`config.mk`:
```
export PLATFORM = sky130hd
export DESIGN_NAME = pulse_generator
export DESIGN_NICKNAME = d
export VERILOG_FILES = /design/src/rtl/pulse_generator.sv
export SDC_FILE = /design/constraint.sdc
export NUM_CORES = 1
export LEC_CHECK = 0
export BUFFER_PORTS_ARGS = -buffer_cell sky130_fd_sc_hd__buf_4
export CORE_AREA = 2 2 39 41
export CTS_BUF_LIST = sky130_fd_sc_hd__clkbuf_4
export DETAILED_ROUTE_END_ITERATION = 7
export DIE_AREA = 0 0 41 43
export GPL_TIMING_DRIVEN = 0
export PLACE_DENSITY = 0.3
export SYNTH_ARGS = -nofsm -noshare
export SYNTH_HDL_FRONTEND = slang
export SYNTH_SLANG_ARGS = --single-unit
```
`constraint.sdc`:
```
create_clock -name clk -period 2.25 [get_ports clk]
set_clock_uncertainty 0.1 [all_clocks]
set_input_delay 0.5625 -clock clk [delete_from_list [all_inputs] [get_ports clk]]
set_output_delay 0.5625 -clock clk [all_outputs]
set_load 0.1 [all_outputs]
```
`src/rtl/pulse_generator.sv`:
```
// ---------------------------------------------------------------------------
// pulse_generator
//   Fixed-period PWM source. A PERIOD-cycle frame counter is compared
//   against a duty threshold of mode*(PERIOD/4). The result is registered,
//   so pwm is high for exactly thr cycles per frame, starting at cnt=0.
//   Selectable duties are 0%, 25%, 50% and 75%. 100% cannot be selected.
//
// Parameters
//   PERIOD : frame length in clk cycles. Must be a multiple of 4 and >= 4.
//
// Ports
//   clk  : system clock, rising-edge active
//   rst  : synchronous active-high reset (clears cnt, thr and pwm)
//   mode : duty select, 0=0%, 1=25%, 2=50%, 3=75%
//   pwm  : registered PWM output, active high
//
// Build option
//   PULSE_GEN_FRAME_SYNC_EN
//     When defined, mode is sampled into thr only at frame end
//     (cnt==PERIOD-1), so every frame is a complete duty cycle.
//     When undefined, thr follows mode every cycle (1-cycle latency).
//     The current frame may then be truncated or extended once.
// ---------------------------------------------------------------------------
module pulse_generator #(
  parameter int PERIOD = 16
) (
  input  logic       clk,
  input  logic       rst,
  input  logic [1:0] mode,
  output logic       pwm
);

  localparam int CNT_W = $clog2(PERIOD);
  // One extra bit keeps mode*(PERIOD/4) from overflowing.
  localparam int THR_W = CNT_W + 1;

  localparam logic [CNT_W-1:0] CNT_LAST = CNT_W'(PERIOD - 1);
  localparam logic [THR_W-1:0] QUARTER  = THR_W'(PERIOD / 4);

  logic [CNT_W-1:0] cnt_q, cnt_d;
  logic [THR_W-1:0] thr_q, thr_d;
  logic             pwm_q, pwm_d;
  logic [THR_W-1:0] mode_thr;
  logic             frame_end;

  always_comb begin
    frame_end = (cnt_q == CNT_LAST);
    mode_thr  = THR_W'(mode) * QUARTER;

    // Free-running frame counter. It wraps and has no terminal stall.
    cnt_d = frame_end ? '0 : cnt_q + CNT_W'(1);

`ifdef PULSE_GEN_FRAME_SYNC_EN
    // Latch the new duty only as the frame closes.
    // The next frame is then a whole, unmodified cycle.
    thr_d = frame_end ? mode_thr : thr_q;
`else
    thr_d = mode_thr;
`endif

    // Compare the *next* count against the *next* threshold.
    // This keeps the registered output aligned with cnt_q.
    // At cnt=0 the output is high whenever thr is non-zero.
    pwm_d = ({1'b0, cnt_d} < thr_d);
  end

  always_ff @(posedge clk) begin
    if (rst) begin
      cnt_q <= '0;
      thr_q <= '0;
      pwm_q <= 1'b0;
    end else begin
      cnt_q <= cnt_d;
      thr_q <= thr_d;
      pwm_q <= pwm_d;
    end
  end

  assign pwm = pwm_q;

endmodule

```
==> reports/results.tsv, run 1 <==
stage	metric	value	unit
global_route	grt_max_degree	6	
synthesis	seq_area_frac_synth	0.5000	
timing	drv_slew	0	
global_route	grtUsageTotal	0.06319	
timing	hold_viol	0	
clock_tree	clock_latency	240	ps
synthesis	yosysUniqueCellTypes	11	
cells_and_area	drive_above_1_share	0.2963	
clock_tree	clock_path_buffers	2	
clock_tree	htree_num_levels	1	
floorplan	start_util	0.1447	
worst_setup_path	critical_path_class	register to register	
drt	first_pass_iters	1	
drt	postRouteWirelength	337	µm
clock_tree	cts_buffers	3	
clock_tree	clk_pin_slew	40	ps
timing	timing.final.crit_share	0.7156	
power	leakage	0.1319	nW
placed_design	io_buffers	4	
worst_setup_path	r2r_slack	640	ps
worst_setup_path	worstPathArrival	1660	ps
clock_tree	post-cts-setup-buffers	0	
placed_design	pre_cts_ws	652.2	ps
timing	worst_pin_slew	277.3	ps
global_route	grt_pass1_wl	662	µm
global_route	antenna_found_initial	0	
worst_setup_path	cp.required	2300	ps
timing	setup_slack	639.9	ps
synthesis	ys_warn_count	0	
timing	fin_setup_tns	0	ps
cells_and_area	layout_common_cells	5 x dfxtp_1, 4 x clkbuf_4, 4 x buf_4	
floorplan	die_x	41	µm
power	total_power	0.2458	mW
floorplan	num_rows	14	
floorplan	die-area	0.001763	mm²
timing	timing.fmax	621.1	MHz
placed_design	hpwlAfterDp	270.3	µm
cells_and_area	diodes	0	
worst_setup_path	end_kind	register	
cells_and_area	final_common_cell	dfxtp_1	
timing	finalSetupViolCount	0	
power	worst_ir_drop_vdd	0.2205	mV
timing	post-route-min-period	1610	ps
drt	vias_per_cell	4.000	
placed_design	place.gp.congestion	0.5877	
timing	rsz0062_at_grt	false	
worst_hold_path	hp-class	register to register	
cells_and_area	multi_input_area	92.59	µm²
clock_tree	cts_hold_buffers	0	
worst_setup_path	cp_max_fo	4	
synthesis	synthesis.instances	19	
floorplan	core_area	0.001384	mm²
synthesis	syn_area_per_cell	10.54	µm²
power	pwr_density_cell	877.1	mW/mm²
timing	relSlewSlack	0.8166	
global_route	grt_pass1_vias	172	
status	outcome	complete, no violations	
cells_and_area	nNetsFinal	34	
synthesis	syn_area	200.2	µm²
drt	drt_iter0_drc	0	
cells_and_area	syn_to_final_growth	40.00	%
clock_tree	clock-sinks	5	
floorplan	die_y	43	µm
clock_tree	cts_resized	0	
cells_and_area	seq_area	100.1	µm²
floorplan	ios	5	
drt	detail-route-antenna-nets	0	
clock_tree	cts-root-buf	clkbuf_4	
drt	vias	172	
job	maxCapViolations	0	
worst_setup_path	startpoint_type	register	
cells_and_area	nFillCells	156	
drt	wl_per_cell	7.837	µm
global_route	gr-total-overflow	0	
drt	drc	0	
synthesis	yosys_register_bits	5	
synthesis	synth_nets	25	
clock_tree	tritoncts	done	
[critical path, stage by stage, from the launching register on]
cell and delay, ps:
dfxtp_1 330, ha_1 260, a21o_1 170, a31oi_1 220, ha_1 270, a211oi_1 190
[metrics by stage]
step	std cells	utilization	cell area, µm²	hold WS, ps
after floorplan	19	-	200.2	344.4
after global placement	39	0.1808	250.2	370.2
after detailed placement	39	0.1808	250.2	379.0
after CTS	43	0.2025	280.3	387.1
after global routing	43	0.2025	280.3	408.0
final	43	0.2025	280.3	384.2
[routing by layer]
metal  vias up  routed length [µm]  GRT usage
met1        79                 120    0.05449
met5         -                   0          0
met3         2                  18    0.03141
met4         0                  12     0.1000
li1         86                   -          -
met2         5                 185    0.07813
[synthesized netlist by cell type (all sizes together)]
library cell  number  area share
a211oi             1       0.038
a21o               1       0.038
a311oi             2       0.088
a31oi              2       0.062
dfxtp              5        0.50
ha                 2        0.12
inv                2       0.038
nand2              1       0.019
nor2               1       0.019
nor2b              1       0.031
xnor2              1       0.044
[area by class of cell]
class | count | area share
clock buffers | 4 | 0.1071
inverters | 2 | 0.02679
multi-input cells | 12 | 0.3304
flip-flops and latches | 5 | 0.3571
well taps | 16 | 0.07143
repair buffers | 4 | 0.1071
[report_power, final]
group	switching [mW]	total (mW)	internal, mW
registers	0.00486	0.100	0.0953
logic	0.0202	0.0326	0.0124
clock network	0.0342	0.113	0.0789
[state kept, by name (all words and copies together) (netlist names)]
name / count
cnt_q: 4
pwm: 1
[kinds of logic after synthesis]
logic type | after synthesis | synth area share
AOI/OAI and AO/OA | 6 | 0.2250
DFF | 5 | 0.5000
and+or+nand+nor | 3 | 0.06873
buffers and inverters | 2 | 0.03751
adders and majority gates | 2 | 0.1250
xor gates and xnor gates | 1 | 0.04376
[final timing paths]
path / start / end / depth (start not counted)
max reg2reg: cnt_q[0] / pwm / 5
min reg2reg: cnt_q[0] / cnt_q[0] / 1
min: cnt_q[0] / cnt_q[0] / 1
max: cnt_q[0] / pwm / 5
Note: power is estimated with default switching activity, not from simulation.
==> run 2: changes to the inputs <==
ABC_AREA = 1   (was not set)
clock period = 1.65 ns   (was 2.25 ns; I/O delays follow)
==> run 2 against run 1 <==
Effect of this change: final cell count grew 26%; first-iteration DRC count grew 5; worst setup slack lost 430 ps; count of clock-buffer cells in the layout is the same; sequential power grew 35%; combinational power grew 36%; clock power grew 42%; global-route usage grew 1.2 points; utilization grew 2.4 points; via count grew 14%; die area is the same; maximum frequency grew 12%; critical path type unchanged; largest cell class is now multi-input combinational cells.
==> reports/results.tsv, run 2 <==
stage	metric	value	unit
synthesis	yosysMostFrequentCell	inv_1	
clock_tree	cts_buffers	3	
cells_and_area	fin_area	314.1	µm²
synthesis	synth_nets	36	
cells_and_area	diodes	0	
timing	hold_viol	0	
timing	finalSetupViolCount	0	
worst_hold_path	hp-class	input port to register	
clock_tree	cts_hold_buffers	0	
cells_and_area	final_common_cell	inv_1	
global_route	grt_pass1_wl	752	µm
floorplan	die-area	0.001763	mm²
drt	vias	196	
synthesis	syn_area	234.0	µm²
clock_tree	cts-root-buf	clkbuf_4	
synthesis	synth-compound-area-share	0.05882	
worst_setup_path	cp.required	1720	ps
synthesis	synth-edff-count	0	
synthesis	synthArstFlopShare	0	
clock_tree	cts_resized	0	
power	pwr_density_cell	1083	mW/mm²
floorplan	die_x	41	µm
clock_tree	clock-sinks	5	
synthesis	yosys-top-cells-area	dfxtp_1 43%, inv_1 11%, ha_1 11%	
worst_setup_path	end_kind	register	
worst_setup_path	r2r-end	pwm	
worst_setup_path	critical_path_class	register to register	
global_route	antenna_found_initial	0	
synthesis	synth_top_family_by_area	simple AND/OR/NAND/NOR gates	
worst_setup_path	cp_max_fo	4	
clock_tree	clock_latency	240	ps
timing	drv_slew	0	
status	outcome	complete, no violations	
power	total_power	0.3402	mW
worst_setup_path	rr_worst_depth	7	
power	leakage	0.1620	nW
timing	relSlewSlack	0.8153	
synthesis	synthesis.instances	30	
synthesis	synth_top_area_share	0.4278	
drt	first_pass_iters	3	
drt	detail-route-antenna-nets	0	
cells_and_area	regMostFlops	cnt_q	
timing	hold-worst-slack	241.0	ps
synthesis	synth_commonest_cells	7 x inv_1, 5 x dfxtp_1, 4 x nand2_1, 4 x nor2_1	
synthesis	seq_area_frac_synth	0.4278	
worst_setup_path	startpoint_type	register	
worst_hold_path	min_to	cnt_q[2]	
cells_and_area	post-route-util	0.2269	
cells_and_area	nFillCells	166	
placed_design	io_buffers	4	
worst_setup_path	worstPathArrival	1520	ps
synthesis	syn_area_per_cell	7.799	µm²
global_route	grt_pass1_vias	195	
global_route	gr-total-overflow	0	
synthesis	ys_warn_count	0	
global_route	grtUsageTotal	0.07530	
synthesis	yosysUniqueCellTypes	12	
clock_tree	tritoncts	done	
floorplan	num_rows	14	
timing	timing.fmax	693.6	MHz
placed_design	place.gp.congestion	0.7484	
floorplan	ios	5	
placed_design	placed_area	284.0	µm²
worst_hold_path	whs_path_depth	2	
synthesis	yosys_register_bits	5	
timing	fin_setup_tns	0	ps
timing	worst_pin_slew	279.3	ps
drt	drc	0	
worst_setup_path	rr_startpoint	cnt_q[0]	
drt	wl_per_cell	7.833	µm
floorplan	die_y	43	µm
clock_tree	clk_pin_slew	50	ps
timing	rsz0062_at_grt	false	
synthesis	synth_ff_type	dfxtp_1	
floorplan	core_area	0.001384	mm²
synthesis	synthMuxAreaShare	0	
floorplan	start_util	0.1691	
worst_setup_path	r2r_slack	210	ps
cells_and_area	drive_above_1_share	0.2895	
placed_design	hpwlAfterDp	340.1	µm
drt	vias_per_cell	3.630	
job	maxCapViolations	0	
clock_tree	clock_path_buffers	2	
cells_and_area	nNetsFinal	45	
worst_hold_path	min_from	rst	
synthesis	synth_xor_area_frac	0	
cells_and_area	largest_reg_flops	4	
synthesis	yosys.area.top_type	dfxtp_1	
drt	postRouteWirelength	423	µm
clock_tree	htree_num_levels	1	
global_route	grt_max_degree	6	
timing	timing.final.crit_share	0.8738	
cells_and_area	layout_common_cells	7 x inv_1, 5 x dfxtp_1	
power	worst_ir_drop_vdd	0.2777	mV
cells_and_area	syn_to_final_growth	34.22	%
timing	post-route-min-period	1442	ps
synthesis	synth_fa_ha_area_frac	0.1070	
synthesis	synth-simple-area-share	0.2941	
drt	drt_iter0_drc	5	
clock_tree	post-cts-setup-buffers	0	
[run 2: changes by cell type in the layout (fill, tap and decap cells not counted), moves of 2 or more]
cell / before / now
a31oi_1: 2 / 0
a311oi_1: 2 / 0
nor2_1: 1 / 4
inv_1: 2 / 7
nand2_1: 1 / 4
nand3_1: 0 / 2
[run 2: worst max path at each step]
| stage | from | end | slack (ps) |
|---|---|---|---|
| 2_1_floorplan | pwm | pwm | 230 |
| 3_3_place_gp | cnt_q[0] | pwm | 220 |
| 3_5_place_dp | cnt_q[0] | pwm | 200 |
| 4_1_cts | cnt_q[0] | pwm | 190 |
| 5_1_grt | cnt_q[0] | pwm | 80 |
| 6_report | cnt_q[0] | pwm | 210 |
[run 2: critical path: stages (launching register included)]
cell     delay, ps
dfxtp_1        360
ha_1           230
nand3_1        110
inv_1           60
nor2_1          40
ha_1           160
or2_1          210
a21oi_2        100
[run 2: final cells by class]
type	instances	area, µm²	share of cell area
repair buffers	4	30.03	0.09562
multi-input cells	18	107.6	0.3426
inverters	7	26.28	0.08367
clock buffers	4	30.03	0.09562
well taps	16	20.02	0.06375
flip-flops and latches	5	100.1	0.3187
[run 2: kinds of logic (layout without fill, tap and decap cells)]
logic type                 Yosys count  in the layout
and+or+nand+nor                     14             14
buffers and inverters                7             15
DFF                                  5              5
adders and majority gates            2              2
AOI/OAI and AO/OA                    2              2
[run 2: per-stage QoR]
| step | worst slack, ps | cells |
|---|---|---|
| after floorplan | 228.5 | 30 |
| after global placement | 219.4 | 50 |
| after detailed placement | 196.3 | 50 |
| after CTS | 187.3 | 54 |
| after global routing | 77.07 | 54 |
| final | 208.2 | 54 |
[run 2: routing by layer]
metal | vias up | part of all wire | global-route usage
li1 | 107 | - | -
met1 | 83 | 0.46 | 0.08360
met2 | 4 | 0.43 | 0.06875
met3 | 2 | 0.085 | 0.04712
met4 | 0 | 0.024 | 0.1200
met5 | - | 0 | 0
[run 2: power by group]
part	internal, mW	leakage (nW)	switching, mW
Combinational	0.0163	0.102	0.0281
Clock	0.108	0.0184	0.0529
Sequential	0.129	0.0413	0.00565
==> run 3: changes to the inputs <==
==> constraint.sdc (replaced) <==
create_clock -name clk -period 1.65 [get_ports clk]
set_clock_uncertainty 0.1 [all_clocks]
set_input_delay 0.0825 -clock clk [delete_from_list [all_inputs] [get_ports clk]]
set_output_delay 0.0825 -clock clk [all_outputs]
set_load 0.1 [all_outputs]
==> run 3 against run 2 <==
Effect of this change: non-clock buffer count up 1; maximum frequency about the same; sequential cell count did not move; cell area up 3.2%; register-to-register slack hardly changed; critical path type unchanged; critical path depth did not move; final cell count increased by 1.9%; routed wire length increased by 1.7%.
==> reports/results.tsv, run 3 (synthesis gave the netlist of run 2 again) <==
stage	metric	value	unit
timing	timing.final.crit_share	0.8737	
status	outcome	complete, no violations	
worst_setup_path	r2r_slack	210	ps
cells_and_area	post-route-util	0.2342	
cells_and_area	layout_common_cells	7 x inv_1, 5 x dfxtp_1	
global_route	antenna_found_initial	0	
timing	drv_slew	0	
timing	relSlewSlack	0.8153	
timing	worst_pin_slew	279.3	ps
global_route	gr-total-overflow	0	
worst_setup_path	cp_max_fo	4	
floorplan	ios	5	
timing	timing.fmax	693.7	MHz
power	pwr_density_cell	1056	mW/mm²
clock_tree	post-cts-setup-buffers	0	
cells_and_area	drive_above_1_share	0.2821	
drt	postRouteWirelength	430	µm
worst_setup_path	critical_path_class	register to register	
placed_design	io_buffers	4	
floorplan	start_util	0.1691	
cells_and_area	diodes	0	
drt	vias_per_cell	3.636	
clock_tree	cts_buffers	3	
cells_and_area	syn_to_final_growth	38.50	%
global_route	grt_pass1_vias	195	
job	maxCapViolations	0	
clock_tree	cts_resized	0	
floorplan	die_y	43	µm
clock_tree	clk_pin_slew	40	ps
cells_and_area	largest_reg_flops	4	
drt	first_pass_iters	3	
floorplan	num_rows	14	
clock_tree	tritoncts	done	
drt	detail-route-antenna-nets	0	
worst_setup_path	startpoint_type	register	
worst_setup_path	cp.required	1720	ps
cells_and_area	nNetsFinal	46	
power	worst_ir_drop_vdd	0.2777	mV
clock_tree	clock_latency	240	ps
cells_and_area	final_common_cell	inv_1	
global_route	grt_pass1_wl	752	µm
global_route	grt_max_degree	6	
drt	wl_per_cell	7.818	µm
drt	drc	0	
floorplan	die_x	41	µm
clock_tree	clock_path_buffers	2	
floorplan	die-area	0.001763	mm²
worst_setup_path	worstPathArrival	1520	ps
placed_design	hpwlAfterDp	340.1	µm
clock_tree	cts-root-buf	clkbuf_4	
placed_design	place.gp.congestion	0.7484	
drt	drt_iter0_drc	5	
timing	finalSetupViolCount	0	
power	leakage	0.1662	nW
timing	rsz0062_at_grt	false	
power	total_power	0.3421	mW
cells_and_area	fin_cells	55	
clock_tree	htree_num_levels	1	
timing	post-route-min-period	1442	ps
timing	fin_setup_tns	0	ps
clock_tree	clock-sinks	5	
timing	hold_viol	0	
worst_hold_path	hp-class	input port to register	
floorplan	core_area	0.001384	mm²
placed_design	dp_cells	50	
worst_setup_path	end_kind	register	
drt	vias	200	
global_route	grtUsageTotal	0.07530	
cells_and_area	regMostFlops	cnt_q	
## run 3: changes by cell type in the layout (fill, tap and decap cells not counted), sizes merged
cell         change
dlygate4sd3      +1
## run 3: layout make-up
| type | count | area [µm²] |
|---|---|---|
| clock buffers | 4 | 30.03 |
| multi-input cells | 18 | 107.6 |
| inverters | 7 | 26.28 |
| repair buffers | 5 | 40.04 |
| fillers | 165 | 1060 |
| flip-flops and latches | 5 | 100.1 |
| well taps | 16 | 20.02 |
## run 3: final timing paths
check / startpoint / endpoint / cells after the start
max: cnt_q[0] / pwm / 7
min: mode[0] / pwm / 3
min reg2reg: cnt_q[0] / cnt_q[0] / 1
max reg2reg: cnt_q[0] / pwm / 7
## run 3: timing repair
| item | CTS | global route |
|---|---|---|
| endpoints found under the setup margin | 0 | 0 |
| hold buffers | 1 | 0 |
| endpoints found under the hold margin | 1 | 0 |
## run 3: power by group
| part | internal, mW | leakage (nW) | switching [mW] |
|---|---|---|---|
| clock | 0.108 | 0.0184 | 0.0529 |
| combinational | 0.0178 | 0.107 | 0.0285 |
| sequential | 0.129 | 0.0413 | 0.00564 |
## run 3: worst max-delay path, stage by stage (launching register included)
cell     delay, ps
dfxtp_1        360
ha_1           230
nand3_1        110
inv_1           60
nor2_1          40
ha_1           160
or2_1          210
a21oi_2        100
## run 3: layer usage
metal	up-vias	wire length, µm	global-route usage
met3	2	33	0.04712
met4	0	10	0.1200
met5	-	0	0
li1	109	-	-
met1	85	199	0.08360
met2	4	186	0.06875
## run 3: per-stage QoR
stage	cell area (µm²)	hold slack [ps]	worst slack (ps)
3_5_place_dp	284.0	171.7	196.3
2_1_floorplan	234.0	51.57	309.0
5_1_grt	324.1	6.840	77.07
3_3_place_gp	284.0	163.8	219.4
6_report	324.1	9.824	208.4
4_1_cts	324.1	5.708	187.3
